===== config.mk =====
export PLATFORM = sky130hd
export DESIGN_NAME = heavyhash_xor_packer
export DESIGN_NICKNAME = d
export VERILOG_FILES = /design/src/rtl/heavyhash_pkg.sv /design/src/rtl/heavyhash_xor_packer_nibble_packer.sv /design/src/rtl/heavyhash_xor_packer.sv
export SDC_FILE = /design/constraint.sdc
export NUM_CORES = 1
export LEC_CHECK = 0
export ABC_CLOCK_PERIOD_IN_PS = 3020
export CORE_UTILIZATION = 54
export DETAILED_ROUTE_END_ITERATION = 8
export PLACE_DENSITY = 0.86
export RECOVER_POWER = 50
export SLEW_MARGIN = 15
export SYNTH_ARGS = -nofsm -noshare
export SYNTH_HDL_FRONTEND = slang
export SYNTH_SLANG_ARGS = --single-unit

===== constraint.sdc =====
create_clock -name clk -period 3.02 [get_ports clk]
set_input_delay 0.604 -clock clk [delete_from_list [all_inputs] [get_ports clk]]
set_output_delay 0.604 -clock clk [all_outputs]
set_load 0.02 [all_outputs]

===== src/rtl/heavyhash_pkg.sv =====
// Shared types and helpers for the heavyhash XOR/pack stage.
package heavyhash_pkg;

  typedef enum logic [1:0] {
    IDLE    = 2'd0,
    HLOAD   = 2'd1,
    COLLECT = 2'd2,
    EMIT    = 2'd3
  } state_e;

  localparam int ROWS_DEF   = 64;
  localparam int PROD_W_DEF = 16;
  localparam int SHIFT_DEF  = 10;
  localparam int HASH_W_DEF = 256;

  // Keep bits [shift+3:shift] of a product; everything above and below is dropped.
  function automatic logic [3:0] nib_of(input logic [31:0] product, input int shift);
    logic [31:0] s;
    s = product >> shift;
    return s[3:0];
  endfunction

endpackage


===== src/rtl/heavyhash_xor_packer_nibble_packer.sv =====
// Nibble shift register: nibbles enter at the top slot and walk down, so after
// ROWS captures the first nibble sits in slot 0. Slot 2k is the upper nibble of byte k.
module nibble_packer
  import heavyhash_pkg::*;
#(
  parameter int ROWS   = ROWS_DEF,
  parameter int HASH_W = HASH_W_DEF
) (
  input  logic              clk,
  input  logic              rst_n,
  input  logic              cap_en,
  input  logic              clr,
  input  logic [3:0]        nib_in,
  output logic [HASH_W-1:0] packed_o
);

  logic [ROWS-1:0][3:0] sr_q, sr_d;

  // Next slot contents: clear wins over capture.
  always_comb begin
    sr_d = sr_q;
    if (clr)         sr_d = '0;
    else if (cap_en) sr_d = {nib_in, sr_q[ROWS-1:1]};
  end

  // Slot storage.
  always_ff @(posedge clk or negedge rst_n) begin
    if (!rst_n) sr_q <= '0;
    else        sr_q <= sr_d;
  end

  for (genvar k = 0; k < ROWS/2; k++) begin : g_byte
    assign packed_o[8*k +: 8] = {sr_q[2*k], sr_q[2*k+1]};
  end

endmodule


===== src/rtl/heavyhash_xor_packer.sv =====
// Drains ROWS dot products for one hash, packs their nibbles and XORs with the
// original hash. Optional perf counters: define HH_PERF_CNT_EN.
module heavyhash_xor_packer
  import heavyhash_pkg::*;
#(
  parameter int ROWS   = ROWS_DEF,
  parameter int PROD_W = PROD_W_DEF,
  parameter int SHIFT  = SHIFT_DEF,
  parameter int HASH_W = HASH_W_DEF
) (
  input  logic              clk,
  input  logic              rst_n,
  input  logic              hashout_empty,
  input  logic [PROD_W-1:0] hashout_dout,
  output logic              hashout_re,
  input  logic              horig_empty,
  input  logic [HASH_W-1:0] horig_dout,
  output logic              horig_re,
  output logic [HASH_W-1:0] res_data,
  output logic              res_valid,
  input  logic              res_ready,
`ifdef HH_PERF_CNT_EN
  input  logic              clear_cnt,
  output logic [31:0]       res_count,
  output logic [31:0]       stall_count,
`endif
  output logic              busy
);

  localparam int CW = $clog2(ROWS + 1);

  state_e            state_q, state_d;
  logic [CW-1:0]     idx_q, idx_d;   // nibbles captured
  logic [CW-1:0]     iss_q, iss_d;   // reads issued; caps reads at ROWS per hash
  logic              rd_q, rd_d;     // hashout_dout valid this cycle
  logic [HASH_W-1:0] hash_q, hash_d;
  logic [HASH_W-1:0] packed_w;
  logic              hre, hrg_re, cap_en, pk_clr, hs;
  logic [3:0]        nib;

  assign nib       = nib_of(32'(hashout_dout), SHIFT);
  assign res_valid = (state_q == EMIT);
  assign hs        = res_valid && res_ready;
  assign busy      = (state_q != IDLE);
  assign res_data  = res_valid ? (packed_w ^ hash_q) : '0;
  assign hashout_re = hre;
  assign horig_re   = hrg_re;

  // Next-state, FIFO reads and capture control.
  always_comb begin
    state_d = state_q;
    idx_d   = idx_q;
    iss_d   = iss_q;
    hash_d  = hash_q;
    rd_d    = 1'b0;
    hre     = 1'b0;
    hrg_re  = 1'b0;
    cap_en  = 1'b0;
    pk_clr  = 1'b0;
    case (state_q)
      IDLE: begin
        if (!horig_empty) begin
          hrg_re  = 1'b1;
          state_d = HLOAD;
        end
      end
      HLOAD: begin
        hash_d  = horig_dout;
        state_d = COLLECT;
      end
      COLLECT: begin
        hre  = !hashout_empty && (iss_q != CW'(ROWS));
        rd_d = hre;
        if (hre) iss_d = iss_q + 1'b1;
        if (rd_q) begin
          cap_en = 1'b1;
          idx_d  = idx_q + 1'b1;
          if (idx_q == CW'(ROWS - 1)) state_d = EMIT;
        end
      end
      EMIT: begin
        if (res_ready) begin
          state_d = IDLE;
          idx_d   = '0;
          iss_d   = '0;
          hash_d  = '0;
          pk_clr  = 1'b1;
        end
      end
      default: state_d = IDLE;
    endcase
  end

  // Control and hash registers.
  always_ff @(posedge clk or negedge rst_n) begin
    if (!rst_n) begin
      state_q <= IDLE;
      idx_q   <= '0;
      iss_q   <= '0;
      rd_q    <= 1'b0;
      hash_q  <= '0;
    end else begin
      state_q <= state_d;
      idx_q   <= idx_d;
      iss_q   <= iss_d;
      rd_q    <= rd_d;
      hash_q  <= hash_d;
    end
  end

  nibble_packer #(.ROWS(ROWS), .HASH_W(HASH_W)) u_pack (
    .clk      (clk),
    .rst_n    (rst_n),
    .cap_en   (cap_en),
    .clr      (pk_clr),
    .nib_in   (nib),
    .packed_o (packed_w)
  );

`ifdef HH_PERF_CNT_EN
  logic [31:0] res_count_q, res_count_d, stall_count_q, stall_count_d;

  // Handshake and stall counters; wrap naturally, clear has priority.
  always_comb begin
    res_count_d   = res_count_q;
    stall_count_d = stall_count_q;
    if (clear_cnt) begin
      res_count_d   = '0;
      stall_count_d = '0;
    end else begin
      if (hs) res_count_d = res_count_q + 32'd1;
      if ((state_q == COLLECT && hashout_empty) || (state_q == EMIT && !res_ready))
        stall_count_d = stall_count_q + 32'd1;
    end
  end

  // Counter registers.
  always_ff @(posedge clk or negedge rst_n) begin
    if (!rst_n) begin
      res_count_q   <= '0;
      stall_count_q <= '0;
    end else begin
      res_count_q   <= res_count_d;
      stall_count_q <= stall_count_d;
    end
  end

  assign res_count   = res_count_q;
  assign stall_count = stall_count_q;
`endif

endmodule


==> results.py <==
metrics = {
    "floorplanning": {
        "ios": 537,
        "die_x_um": 208,
        "dieArea_mm2": 0.0431,
        "start_util": 0.546,
        "core_mm2": 0.0419,
        "die_height_um": 208,
        "std_cell_rows": 75,
    },
    "cells_and_area": {
        "most-common-layout-cells": "527 x dfrtp_1, 512 x a22o_1, 360 x clkdlybuf4s50_1",
        "drive_above_1_share": 0.0633,
        "final_common_cell": "dfrtp_1",
        "areaGrowthSynthToFinish_pct": 33.3,
        "fillers": 2737,
        "fin_area_mm2": 0.0305,
        "nets": 2551,
    },
    "routing": {
        "first_pass_iters": 4,
        "vias_per_cell": 6.00,
        "antenna_left": 0,
        "wire_per_inst_um": 23.7,
        "drtIter0Drc": 1517,
        "drc": 0,
        "drt-total-wl_um": 67500,
        "num_vias": 17100,
    },
    "placement": {
        "preCtsSetupSlack_ns": 0.371,
        "port_buffers": 524,
        "placed_area_mm2": 0.0286,
        "gp_congestion": 0.867,
        "hpwl_um": 42800,
    },
    "global_routing": {
        "grt_usage": 0.304,
        "grt_pass1_wl_um": 103000,
        "grt_pass1_vias": 17500,
        "grt_max_degree": 138,
        "grt.overflow.total": 0,
        "antenna_found_initial": 4,
    },
    "power_and_ir_drop": {
        "max-vdd-ir-drop_v": 0.000620,
        "powerDensity_mw_per_mm2": 888,
        "power.leakage_nw": 16.0,
    },
    "yosys": {
        "syn_nets": 2079,
        "ys_types": 38,
        "ys_seq_elements": 529,
        "syn_area_mm2": 0.0229,
        "yosysSeqAreaShare": 0.579,
        "ys_warn_count": 0,
        "syn_inst": 1794,
        "syn-mean-instance-area_um2": 12.7,
    },
    "run_status": {
        "failed_checks": "capacitance limit, slew limit",
        "status": "finished, violations left",
    },
    "worst_setup_path": {
        "crit_chain": "ha_4 -> buf_16 -> and2_1 -> clkdlybuf4s50_1",
        "arrival_ns": 2.38,
        "crit_fanout": 49,
        "r2r_cells": 7,
        "end_kind": "primary output",
        "startpoint_type": "register",
        "cpMaxStageDelayCell": "clkdlybuf4s50_1",
        "crit_path_max_incr_delay_ns": 0.66,
        "path_depth": 4,
        "path_class": "reg2out",
        "crit_required_ns": 2.42,
        "cp_top_family": "buffers and inverters",
        "crit_buf_inv": 2,
    },
    "clock_tree": {
        "root_buffer": "clkbuf_16",
        "insertion_delay_ns": 0.60,
        "clock_sinks": 529,
        "cts_tree": "built",
        "h-tree-depth": 2,
        "cts_buffers": 54,
        "cts_max_path_buffers": 3,
        "clkTransAtPathRegs_ns": 0.06,
    },
    "timing": {
        "finalSetupViolCount": 0,
        "setup_ws_ns": 0.0357,
        "fin_skew_ns": 0.0135,
        "whs_ns": 0.517,
        "min_period_over_period": 0.988,
        "clock.fmax_mhz": 335,
        "relSlewSlack": -0.0632,
        "final.min_clock_period_ns": 2.98,
        "fin_setup_tns_ns": 0,
        "worst_pin_slew_ns": 1.59,
        "hold_viol": 0,
        "finalMaxSlewViolations": 50,
    },
    "min_path": {
        "hold_depth": 1,
        "holdCritPathClass": "reg2reg",
    },
    "job": {
        "max_cap_violations": 1,
    },
}
## power breakdown
part	leakage (nW)	total, mW	internal [mW]	switching, mW
clock network	0.937	7.14	4.32	2.82
logic	8.03	10.1	4.44	5.61
registers	7.08	9.86	8.67	1.20
## state kept, by name, indices dropped and copies added, names as in the netlist
register         cells
hash_q             256
u_pack.packed_o    256
idx_q                7
iss_q                7
state_q              2
rd_q                 1
## synthesized netlist by cell type
library cell	instances	share of area
o21ai_2	1	0.00038
or3_1	1	0.00027
clkbuf_8	2	0.0012
o211ai_4	1	0.00093
o21ai_0	5	0.0011
nand4bb_1	1	0.00049
dfrtp_1	529	0.58
nand4_1	3	0.00082
or4_4	1	0.00049
inv_1	6	0.00099
mux2_2	4	0.0020
o21bai_1	1	0.00033
nand2_1	13	0.0021
a221o_1	2	0.00088
and3_1	4	0.0011
a21o_2	2	0.00077
nand2b_1	2	0.00055
nor4_1	2	0.00055
and3_2	1	0.00033
nor3b_1	3	0.00099
and2b_2	1	0.00038
nand3_1	7	0.0015
buf_1	16	0.0026
buf_4	1	0.00033
o32a_1	1	0.00044
nor2b_1	4	0.0011
buf_2	60	0.013
ha_1	8	0.0044
a22o_1	512	0.20
or2_2	3	0.00082
clkbuf_1	66	0.011
a21o_1	1	0.00033
xor2_1	259	0.099
a21oi_1	6	0.0013
a31oi_1	1	0.00027
a22oi_1	1	0.00033
nor2_1	7	0.0011
and2_1	256	0.070
## metrics by stage
step,util,power (mW),cells
after floorplan,-,16.1,1794
after global placement,0.684,19.6,2742
after detailed placement,0.684,19.9,2742
after CTS,0.725,26.9,2840
after global routing,0.728,28.3,2849
final,0.728,27.1,2849
## worst reg2reg max path: stages, from the launching register on
cell and delay (ns):
dfrtp_2 0.44, ha_4 0.23, buf_4 0.18, clkbuf_16 0.23, a22oi_2 0.34, buf_12 0.30, buf_4 0.36, a22o_1 0.19
## cells by family (layout without fill, tap and decap cells)
family | after synthesis | after routing | share of synthesized area
AOI/OAI and AO/OA | 534 | 534 | 0.203
DFF | 529 | 529 | 0.579
and+or+nand+nor | 309 | 309 | 0.0828
xor gates and xnor gates | 259 | 259 | 0.0993
buffers and inverters | 151 | 664 | 0.0291
adders and majority gates | 8 | 8 | 0.00438
muxes | 4 | 4 | 0.00197
other | 0 | 3 | 0
## final cells by class
class,instances,area [µm²],area share
diodes,3,7.51,0.000246
clock buffers,77,1620,0.0532
clock inverters,20,287,0.00940
inverters,6,22.5,0.000739
multi-input cells,1114,8990,0.295
flip-flops and latches,529,13200,0.434
well taps,539,674,0.0221
repair buffers,561,5630,0.185
## path summary, 6_finish.rpt
check                             from  slack [ns]             endpoint
setup / recovery            state_q[1]        0.04        res_data[174]
hold / removal             hash_q[148]        0.52          hash_q[148]
setup reg to reg            state_q[1]        0.68  u_pack.packed_o[50]
hold reg to reg            hash_q[148]        0.52          hash_q[148]
max in group asynchronous        rst_n        0.38           hash_q[58]
min in group asynchronous        rst_n        0.96           hash_q[20]
## metal layers
layer / global-route usage / up-vias / wire [µm]
li1: - / 7398 / -
met1: 0.407 / 8766 / 27600
met2: 0.485 / 784 / 32000
met3: 0.0652 / 141 / 5360
met4: 0.124 / 2 / 2470
met5: 0 / - / 13
## repair_timing
item | in CTS | in global routing
setup endpoints to repair | 173 | 110
hold endpoints to repair | 39 | 0
pin swaps | 0 | 1
setup buffers | 0 | 3
hold buffers | 1 | 0
gates resized for setup | 149 | 19
cloned | 0 | 3
Power figures use the tool's default switching activity.
